===== src/rtl/pll_lock_supervisor.sv =====
// pll_lock_supervisor
//
// Runs the PLL bring-up sequence. The PLL is held in reset for a fixed
// time. The supervisor then waits for lock and requires lock to stay high
// for a qualification window. After that it releases the downstream domain
// resets one after another, with a fixed gap between them. A failed lock
// attempt, or loss of lock after the domains have started to release,
// starts a new PLL reset. The supervisor latches a fault after too many
// failed attempts.
//
// Ports
//   clock           free-running reference clock (the only clock)
//   reset_n         asynchronous active-low reset
//   pll_locked      PLL lock indication, asynchronous to clock
//   pll_resetb      active-low reset to the PLL RESETB pin
//   domain_reset_n  active-low downstream resets, bit 0 released first
//   ready           high only while all domains run on a locked PLL
//   fault           sticky lock-failure flag, cleared only by reset_n
//   retry_count     failed lock attempts since reset (saturates at 15)
//
// Every output comes straight from a flop. The flops load from the
// next-state decode, so each output changes on the same edge as the state.

module pll_lock_supervisor #(
  parameter int PLL_RESET_CYCLES    = 16,
  parameter int LOCK_TIMEOUT_CYCLES = 4096,
  parameter int LOCK_STABLE_CYCLES  = 256,
  parameter int NUM_DOMAINS         = 2,
  parameter int STAGGER_CYCLES      = 8,
  parameter int MAX_RETRIES         = 3
) (
  input  logic                   clock,
  input  logic                   reset_n,
  input  logic                   pll_locked,
  output logic                   pll_resetb,
  output logic [NUM_DOMAINS-1:0] domain_reset_n,
  output logic                   ready,
  output logic                   fault,
  output logic [3:0]             retry_count
);

  // The shared counter must reach the largest limit in use. That includes
  // the release span, which is the offset of the last domain bit.
  localparam int REL_LAST  = (NUM_DOMAINS - 1) * STAGGER_CYCLES;
  localparam int MAX_AB    = (PLL_RESET_CYCLES > LOCK_TIMEOUT_CYCLES) ? PLL_RESET_CYCLES : LOCK_TIMEOUT_CYCLES;
  localparam int MAX_ABC   = (MAX_AB > LOCK_STABLE_CYCLES) ? MAX_AB : LOCK_STABLE_CYCLES;
  localparam int MAX_COUNT = (MAX_ABC > REL_LAST) ? MAX_ABC : REL_LAST;
  localparam int CNT_W     = $clog2(MAX_COUNT + 1);

  localparam logic [CNT_W-1:0] RST_LAST     = CNT_W'(PLL_RESET_CYCLES - 1);
  localparam logic [CNT_W-1:0] TIMEOUT_LAST = CNT_W'(LOCK_TIMEOUT_CYCLES - 1);
  localparam logic [CNT_W-1:0] STABLE_LAST  = CNT_W'(LOCK_STABLE_CYCLES - 1);
  localparam logic [CNT_W-1:0] RELEASE_END  = CNT_W'(REL_LAST);
  localparam logic [3:0]       RETRY_LIMIT  = 4'(MAX_RETRIES);

  typedef enum logic [2:0] {
    ST_PLL_RST,
    ST_WAIT_LOCK,
    ST_STABLE,
    ST_RELEASE,
    ST_RUN,
    ST_FAULT
  } state_t;

  state_t                 state_reg, state_next;
  logic [CNT_W-1:0]       cnt_reg, cnt_next;
  logic [3:0]             retry_reg, retry_next, retry_sat;
  logic                   retry_evt;
  logic                   sync1_reg, lock_s_reg;
  logic                   pll_resetb_reg, pll_resetb_next;
  logic                   ready_reg, ready_next;
  logic                   fault_reg, fault_next;
  logic [NUM_DOMAINS-1:0] domain_reg, domain_next;

  // Two-flop synchroniser for the asynchronous lock input.
  always_ff @(posedge clock or negedge reset_n) begin
    if (!reset_n) begin
      sync1_reg  <= 1'b0;
      lock_s_reg <= 1'b0;
    end else begin
      sync1_reg  <= pll_locked;
      lock_s_reg <= sync1_reg;
    end
  end

  always_ff @(posedge clock or negedge reset_n) begin
    if (!reset_n) begin
      state_reg      <= ST_PLL_RST;
      cnt_reg        <= '0;
      retry_reg      <= 4'd0;
      pll_resetb_reg <= 1'b0;
      ready_reg      <= 1'b0;
      fault_reg      <= 1'b0;
      domain_reg     <= '0;
    end else begin
      state_reg      <= state_next;
      cnt_reg        <= cnt_next;
      retry_reg      <= retry_next;
      pll_resetb_reg <= pll_resetb_next;
      ready_reg      <= ready_next;
      fault_reg      <= fault_next;
      domain_reg     <= domain_next;
    end
  end

  assign retry_sat = (retry_reg == 4'd15) ? 4'd15 : retry_reg + 4'd1;

  always_comb begin
    state_next = state_reg;
    cnt_next   = cnt_reg;
    retry_next = retry_reg;
    retry_evt  = 1'b0;

    case (state_reg)
      ST_PLL_RST: begin
        if (cnt_reg == RST_LAST) begin
          state_next = ST_WAIT_LOCK;
          cnt_next   = '0;
        end else begin
          cnt_next = cnt_reg + CNT_W'(1);
        end
      end
      ST_WAIT_LOCK: begin
        // Lock is tested before the timeout, so lock wins if both happen
        // on the same cycle.
        if (lock_s_reg) begin
          state_next = ST_STABLE;
          cnt_next   = '0;
        end else if (cnt_reg == TIMEOUT_LAST) begin
          retry_evt = 1'b1;
        end else begin
          cnt_next = cnt_reg + CNT_W'(1);
        end
      end
      ST_STABLE: begin
        // A dropout during qualification is not a failed attempt. The
        // supervisor goes back to waiting for lock with a fresh timeout.
        if (!lock_s_reg) begin
          state_next = ST_WAIT_LOCK;
          cnt_next   = '0;
        end else if (cnt_reg == STABLE_LAST) begin
          state_next = ST_RELEASE;
          cnt_next   = '0;
        end else begin
          cnt_next = cnt_reg + CNT_W'(1);
        end
      end
      ST_RELEASE: begin
        // The counter holds the number of cycles since RELEASE was entered.
        // The domain mask below is decoded from it.
        if (!lock_s_reg) begin
          retry_evt = 1'b1;
        end else if (cnt_reg == RELEASE_END) begin
          state_next = ST_RUN;
          cnt_next   = '0;
        end else begin
          cnt_next = cnt_reg + CNT_W'(1);
        end
      end
      ST_RUN: begin
        if (!lock_s_reg) begin
          retry_evt = 1'b1;
        end
      end
      ST_FAULT: begin
        state_next = ST_FAULT;
      end
      default: begin
        state_next = ST_PLL_RST;
        cnt_next   = '0;
      end
    endcase

    if (retry_evt) begin
      retry_next = retry_sat;
      cnt_next   = '0;
      state_next = (retry_sat == RETRY_LIMIT) ? ST_FAULT : ST_PLL_RST;
    end

    pll_resetb_next = (state_next == ST_WAIT_LOCK) || (state_next == ST_STABLE) ||
                      (state_next == ST_RELEASE)   || (state_next == ST_RUN);
    ready_next      = (state_next == ST_RUN);
    fault_next      = (state_next == ST_FAULT);
  end

  // Bit gi releases once the release counter reaches gi*STAGGER_CYCLES.
  // The counter only moves up inside RELEASE, so the bits cannot release
  // out of order. Leaving RELEASE/RUN for any state clears every bit.
  generate
    for (genvar gi = 0; gi < NUM_DOMAINS; gi++) begin : g_domain
      if (gi == 0) begin : g_first
        assign domain_next[gi] = (state_next == ST_RUN) || (state_next == ST_RELEASE);
      end else begin : g_rest
        localparam logic [CNT_W-1:0] THRESH = CNT_W'(gi * STAGGER_CYCLES);
        assign domain_next[gi] = (state_next == ST_RUN) ||
                                 ((state_next == ST_RELEASE) && (cnt_next >= THRESH));
      end
    end
  endgenerate

  assign pll_resetb     = pll_resetb_reg;
  assign domain_reset_n = domain_reg;
  assign ready          = ready_reg;
  assign fault          = fault_reg;
  assign retry_count    = retry_reg;

endmodule

===== config.mk =====
export PLATFORM = sky130hd
export DESIGN_NAME = pll_lock_supervisor
export DESIGN_NICKNAME = d
export VERILOG_FILES = /design/src/rtl/pll_lock_supervisor.sv
export SDC_FILE = /design/constraint.sdc
export NUM_CORES = 1
export LEC_CHECK = 0
export ABC_AREA = 1
export BUFFER_PORTS_ARGS = -buffer_cell sky130_fd_sc_hd__buf_2
export CORE_MARGIN = 2
export CORE_UTILIZATION = 40
export CTS_CLUSTER_DIAMETER = 60
export DETAILED_ROUTE_END_ITERATION = 10
export GPL_ROUTABILITY_DRIVEN = 0
export PLACE_DENSITY = 0.55
export SLEW_MARGIN = 10
export SYNTH_ARGS = -nofsm -noshare
export SYNTH_HDL_FRONTEND = slang
export SYNTH_SLANG_ARGS = --single-unit

===== constraint.sdc =====
create_clock -name clock -period 2 [get_ports clock]
set_input_delay 0 -clock clock [delete_from_list [all_inputs] [get_ports clock]]
set_output_delay 0 -clock clock [all_outputs]
set_load 0.02 [all_outputs]

# --- After elaboration in Yosys (flattened, before gate mapping) ---
# Index checks and enable logic that the tools add are counted.
totals:
  ff_bits: 27
  in_bits: 3
  output_inout_bits: 9
  wordCells: 60
classes:
  n_addsub: 2
  magnitude_cmp: 1
  n_eq_ne: 16
  n_mux: 23
  reduce_logical: 9
ops:
  columns: ["cell", "count"]
  rows:
  - ["two-way mux 13 bit", 8]
  - ["case mux 13 bit (5 select lines)", 1]
  - ["== test 13 x 4 -> 1 bit (second input constant)", 2]
  - ["two-way mux 3 bit", 8]
  - ["case mux 3 bit (6 select lines)", 1]
  - ["adder 13 x 1 -> 13 bit (second input constant)", 1]
  - ["== test 13 x 12 -> 1 bit (second input constant)", 1]
  - ["== test 13 x 8 -> 1 bit (second input constant)", 1]
  - ["greater-or-equal comparator 13 x 4 -> 1 bit (second input constant)", 1]
  - ["== test 3 x 2 -> 1 bit (second input constant)", 4]
  - ["== test 3 bit (second input constant)", 4]
  - ["== test 3 x 1 -> 1 bit (second input constant)", 2]
  - ["logical OR 1 bit", 5]
  - ["adder 4 x 1 -> 4 bit (second input constant)", 1]
  - ["== test 4 x 2 -> 1 bit (second input constant)", 1]
  - ["== test 4 bit (second input constant)", 1]
  - ["two-way mux 4 bit", 1]
  - ["OR reduction 2 bit", 2]
  - ["zero test 3 bit", 1]
  - ["two-way mux 1 bit", 3]
  - ["case mux 1 bit (2 select lines)", 1]
  - ["logical AND 1 bit", 1]

# --- Logic depth before layout (Yosys ltp) ---
depth:
  ltp_word: 9
  depth_mapped: 15

# --- Worst setup path before layout ---
# Ideal clock, no wire load.
synth_path:
  kind: "reg2reg"
  from: "reg retry_reg[0], in the netlist retry_count[0]"
  to: "reg domain_reg[1], in the netlist domain_reset_n[1]"
  t_arrival_ps: 1791
  required_time_ps: 1929
  path_slack_ps: 138
  stages_incl_launch_ff: 12
  path_buffers: 0
  period_less_slack_ps: 1862
  cell_sequence: "dfrtp_1 > ha_1 > nand3_1 > nand2_1 > nand2_1 > nor3_1 > nand2_4 > o21ai_4 > nand3_4 > nand4_1 > nor2_1 > nor2_1"
synth_between:
  elab_chain_len: 8
synth_lines:
  columns: ["element", "line_no", "source"]
  rows:
  - ["start, declared", "67", "logic [3:0] retry_reg, retry_next, retry_sat;"]
  - ["start signal, assigned", "98", "retry_reg <= retry_next;"]
  - ["adder 4 x 1 -> 4 bit / == test 4 bit (equally long branches)", "106", "assign retry_sat = (retry_reg == 4'd15) ? 4'd15 : retry_reg + 4'd1;"]
  - ["two-way mux 4 bit (*)", "106", null]
  - ["== test 4 x 2 -> 1 bit (*)", "177", "state_next = (retry_sat == RETRY_LIMIT) ? ST_FAULT : ST_PLL_RST;"]
  - ["two-way mux 3 bit (*)", "177", null]
  - ["two-way mux 3 bit (*)", "174", "if (retry_evt) begin"]
  - ["via state_next[2]", "65", "state_t state_reg, state_next;"]
  - ["== test 3 x 2 -> 1 bit", "196", "((state_next == ST_RELEASE) && (cnt_next >= THRESH));"]
  - ["logical AND 1 bit", "196", null]
  - ["logical OR 1 bit (*)", "195", "assign domain_next[gi] = (state_next == ST_RUN) ||"]
  - ["via domain_next[1]", "73", "logic [NUM_DOMAINS-1:0] domain_reg, domain_next;"]
  - ["end signal, assigned", "102", "domain_reg <= domain_next;"]
  - ["end, declared", "73", null]
# Mark *: on every way through the listed nets, which the timed path passes. The rest lies on a longest branch.
# A chain may end at the register's enable or synchronous reset.

# --- Worst setup path in the final report ---
layout_path:
  from: "reg cnt_reg[1]"
  to: "reg domain_reg[1], in the netlist domain_reset_n[1]"
layout_between:
  elab_chain_len: 8
layout_lines:
  columns: ["element", "line_no", "source"]
  rows:
  - ["start, declared", "66", "logic [CNT_W-1:0] cnt_reg, cnt_next;"]
  - ["start signal, assigned", "97", "cnt_reg <= cnt_next;"]
  - ["adder 13 x 1 -> 13 bit (tied with other cells)", null, null]
  - ["two-way mux 13 bit (tied with other cells)", "153", "end else if (cnt_reg == RELEASE_END) begin"]
  - ["two-way mux 13 bit (tied with other cells)", "151", "if (!lock_s_reg) begin"]
  - ["case mux 13 bit (5 select lines) (tied with other cells)", "114", "case (state_reg)"]
  - ["two-way mux 13 bit / two-way mux 3 bit (equally long branches)", "174", null]
  - ["greater-or-equal comparator 13 x 4 -> 1 bit / == test 3 x 2 -> 1 bit (equally long branches)", "196", null]
  - ["logical AND 1 bit", "196", null]
  - ["logical OR 1 bit (*)", "195", null]
  - ["via domain_next[1]", "73", null]
# Marked as above.

==> results.ini <==
[synthesis]
synth_area_leader_cell = dfrtp_1
yosysTopAreaCellShare = 0.346
synth_edf_count = 0
postSynthAreaPerCell_sq_um = 6.98
yosys_most_used_dff = dfrtp_1
yosysUniqueCellTypes = 31
synth_cells = 280
synth-seq-area-share = 0.346
ys_ff_latch = 27
netlist_area_sq_um = 1950
synthTopCellsByArea = dfrtp_1 35%, nand2_1 17%, inv_1 7.3%
synth-async-reset-ratio = 1.00
yosys_warnings = 0
synth.net_count = 286

[floorplan]
rows = 25
die_h_um = 73.9
pin_count = 12
initial_core_util = 0.414
core_sq_um = 4720
dieWidth_um = 73.9
dieArea_sq_um = 5460

[global_routing]
grt_max_degree = 28
grt_pass1_vias = 1803
grt_util_all_layers = 0.207
grt_pass1_wl_um = 8550
antenna_found_initial = 0
overflow = 0

[clock_network]
cts.sinks = 27
cts_buffers = 3
clockBufferDepth = 2
clk_latency_ns = 0.29
htree_num_levels = 1
cts_root_buf = clkbuf_8
cts_tree = done
clkTransAtPathRegs_ns = 0.11

[placed_design]
dpl.hpwl_um = 4040
pre_cts_ws_ns = -0.0189
dp_cells = 389
numPortBuffers = 11
place_area_sq_um = 2330

[timing]
max_freq_ghz = 0.494
setup_viol = 1
worst_hold_slack_ns = 0.255
hold_viol_final = 0
rsz0062_at_grt = true
maxSlewHeadroom = 0.585
slew_violations = 0
layout_setup_ws_ns = -0.0232
fin_crit_sh = 1.01
tightest_slew_ns = 0.623
fin_crit_ns = 2.02
clock-skew-final_ns = 0.0112
setup_tns_ns = -0.0232

[final_layout]
finish.utilization = 0.538
area_growth_pct = 30.1
final_area_sq_um = 2540
diodes = 0
fin_nets = 343
fillers = 460
drive_gt1_frac = 0.304
stdcell_count = 403
largest_register_ff_count = 13

[run_status]
violations = setup timing
status = finished with violations

[route]
drc = 0
wl_per_cell_um = 13.1
drt_iter0_drc = 163
first_pass_iters = 5
vias = 1948
vias_per_cell = 4.83
wirelength_um = 5270
ant_nets = 0

[min_path]
min_path_type = input pin to asynchronous set/reset pin

[critical_path]
path_buf_inv = 0
cp_slowest_stage_delay_ns = 0.44
critical_path.max_fanout = 6
crit_type = flop to flop
endpoint_kind = flop
cp.arrival_ns = 2.22
required_ns = 2.20
worstPathCellList = ha_4, nand2_4, nor2_8, nand2_4, nor2_8, nand3_4, nand2_8, a21oi_2, nand2_1, nand2_1, nor2_1, nand2_1, nor2_1, nor2_1
cp_top_family = simple AND/OR/NAND/NOR gates
crit_path_start_kind = flop
crit_path_top_delay_cell = dfrtp_1

[pwr]
max-vdd-ir-drop_v = 0.000536
p_leak_nw = 1.44
powerDensity_nw_per_um2 = 1040
power_mw = 2.65

[job]
drv_cap = 0

area by class of cell:
cell class                 instances  area (sq um)  share of cell area
tap                               67          83.8              0.0330
multi-input combinational        208          1180               0.464
clock inverter                     1          7.51             0.00295
clock buffer                       3          41.3              0.0162
inverter                          43           161              0.0635
timing repair buffer              54           390               0.154
sequential                        27           677               0.266
power breakdown:
part           total (mW)  internal, mW  leakage, nW  switching, mW
logic                1.51         0.600         1.06          0.910
registers           0.805         0.671        0.360          0.134
clock network       0.340         0.142       0.0217          0.198
worst paths after layout:
kind,from,end,slack [ns],cells past startpoint
worst min register to register,sync1_reg$_DFF_PN0_,lock_s_reg$_DFF_PN0_,0.36,0
max in group asynchronous,reset_n,cnt_reg[4]$_DFF_PN0_,1.31,2
worst max register to register,cnt_reg[1]$_DFF_PN0_,domain_reset_n[1]$_DFF_PN0_,-0.02,14
min in group clock,pll_locked,sync1_reg$_DFF_PN0_,0.35,2
worst max-delay path,cnt_reg[1]$_DFF_PN0_,domain_reset_n[1]$_DFF_PN0_,-0.02,14
worst min-delay path,reset_n,cnt_reg[2]$_DFF_PN0_,0.25,2
worst register-to-register path, stage by stage (launching register included):
cell     delay [ns]
dfrtp_1        0.44
ha_4           0.19
nand2_4        0.07
nor2_8         0.15
nand2_4        0.09
nor2_8         0.11
nand3_4        0.16
nand2_8        0.14
a21oi_2        0.08
nand2_1        0.15
nand2_1        0.06
nor2_1         0.10
nand2_1        0.06
nor2_1         0.10
nor2_1         0.04
synthesized netlist by cell type, types with 2 or more instances:
library cell	instances
nand2_1	86
inv_1	38
nor2_1	29
dfrtp_1	27
nand3_1	26
nand2_2	10
o21ai_0	9
nand4_1	8
inv_2	5
o21bai_1	4
xor2_1	4
a21oi_1	3
ha_1	3
nand2_4	3
nor2_4	3
nor3_1	3
a21oi_2	2
nand3_4	2
nor2_2	2
nor2_8	2
what timing repair did:
action | CTS | global route
setup endpoints to repair | 1 | 7
pin swaps | 0 | 18
gates cloned | 0 | 0
gates resized for setup | 2 | 21
hold endpoints to repair | 28 | 0
hold buffers | 2 | 0
setup buffers | 1 | 8
cell usage in the layout (no fill, tap or decap), types with 3 or more instances in the layout:
cell	instances
dfrtp_1	26
buf_2	11
inv_1	37
o21ai_0	7
buf_4	39
inv_2	6
nand3_1	22
nand4_1	8
nand2_4	3
a21oi_1	3
nand2_1	80
clkbuf_8	3
nand3_2	4
nand2_2	15
xor2_1	4
o21bai_1	4
nor2_4	4
nor3_1	3
nor2_1	28
logic make-up after synthesis:
| group | Yosys count | share of synthesized area |
|---|---|---|
| AO/OA/AOI/OAI | 23 | 0.0814 |
| AND/OR/NAND/NOR | 178 | 0.447 |
| flip-flops | 27 | 0.346 |
| adder cells (fa/ha/maj) | 3 | 0.0192 |
| buffers and inverters | 45 | 0.0890 |
| XOR/XNOR | 4 | 0.0179 |
routing by layer:
metal / track usage / vias to the layer above / part of all wire / wire length (um)
met5: 0 / - / 0 / 0
met1: 0.290 / 882 / 0.46 / 2440
met4: 0.0566 / 0 / 0.019 / 102
met3: 0.0247 / 8 / 0.047 / 247
met2: 0.336 / 63 / 0.47 / 2480
li1: - / 995 / - / -
Note: power is estimated with default switching activity, not from simulation.
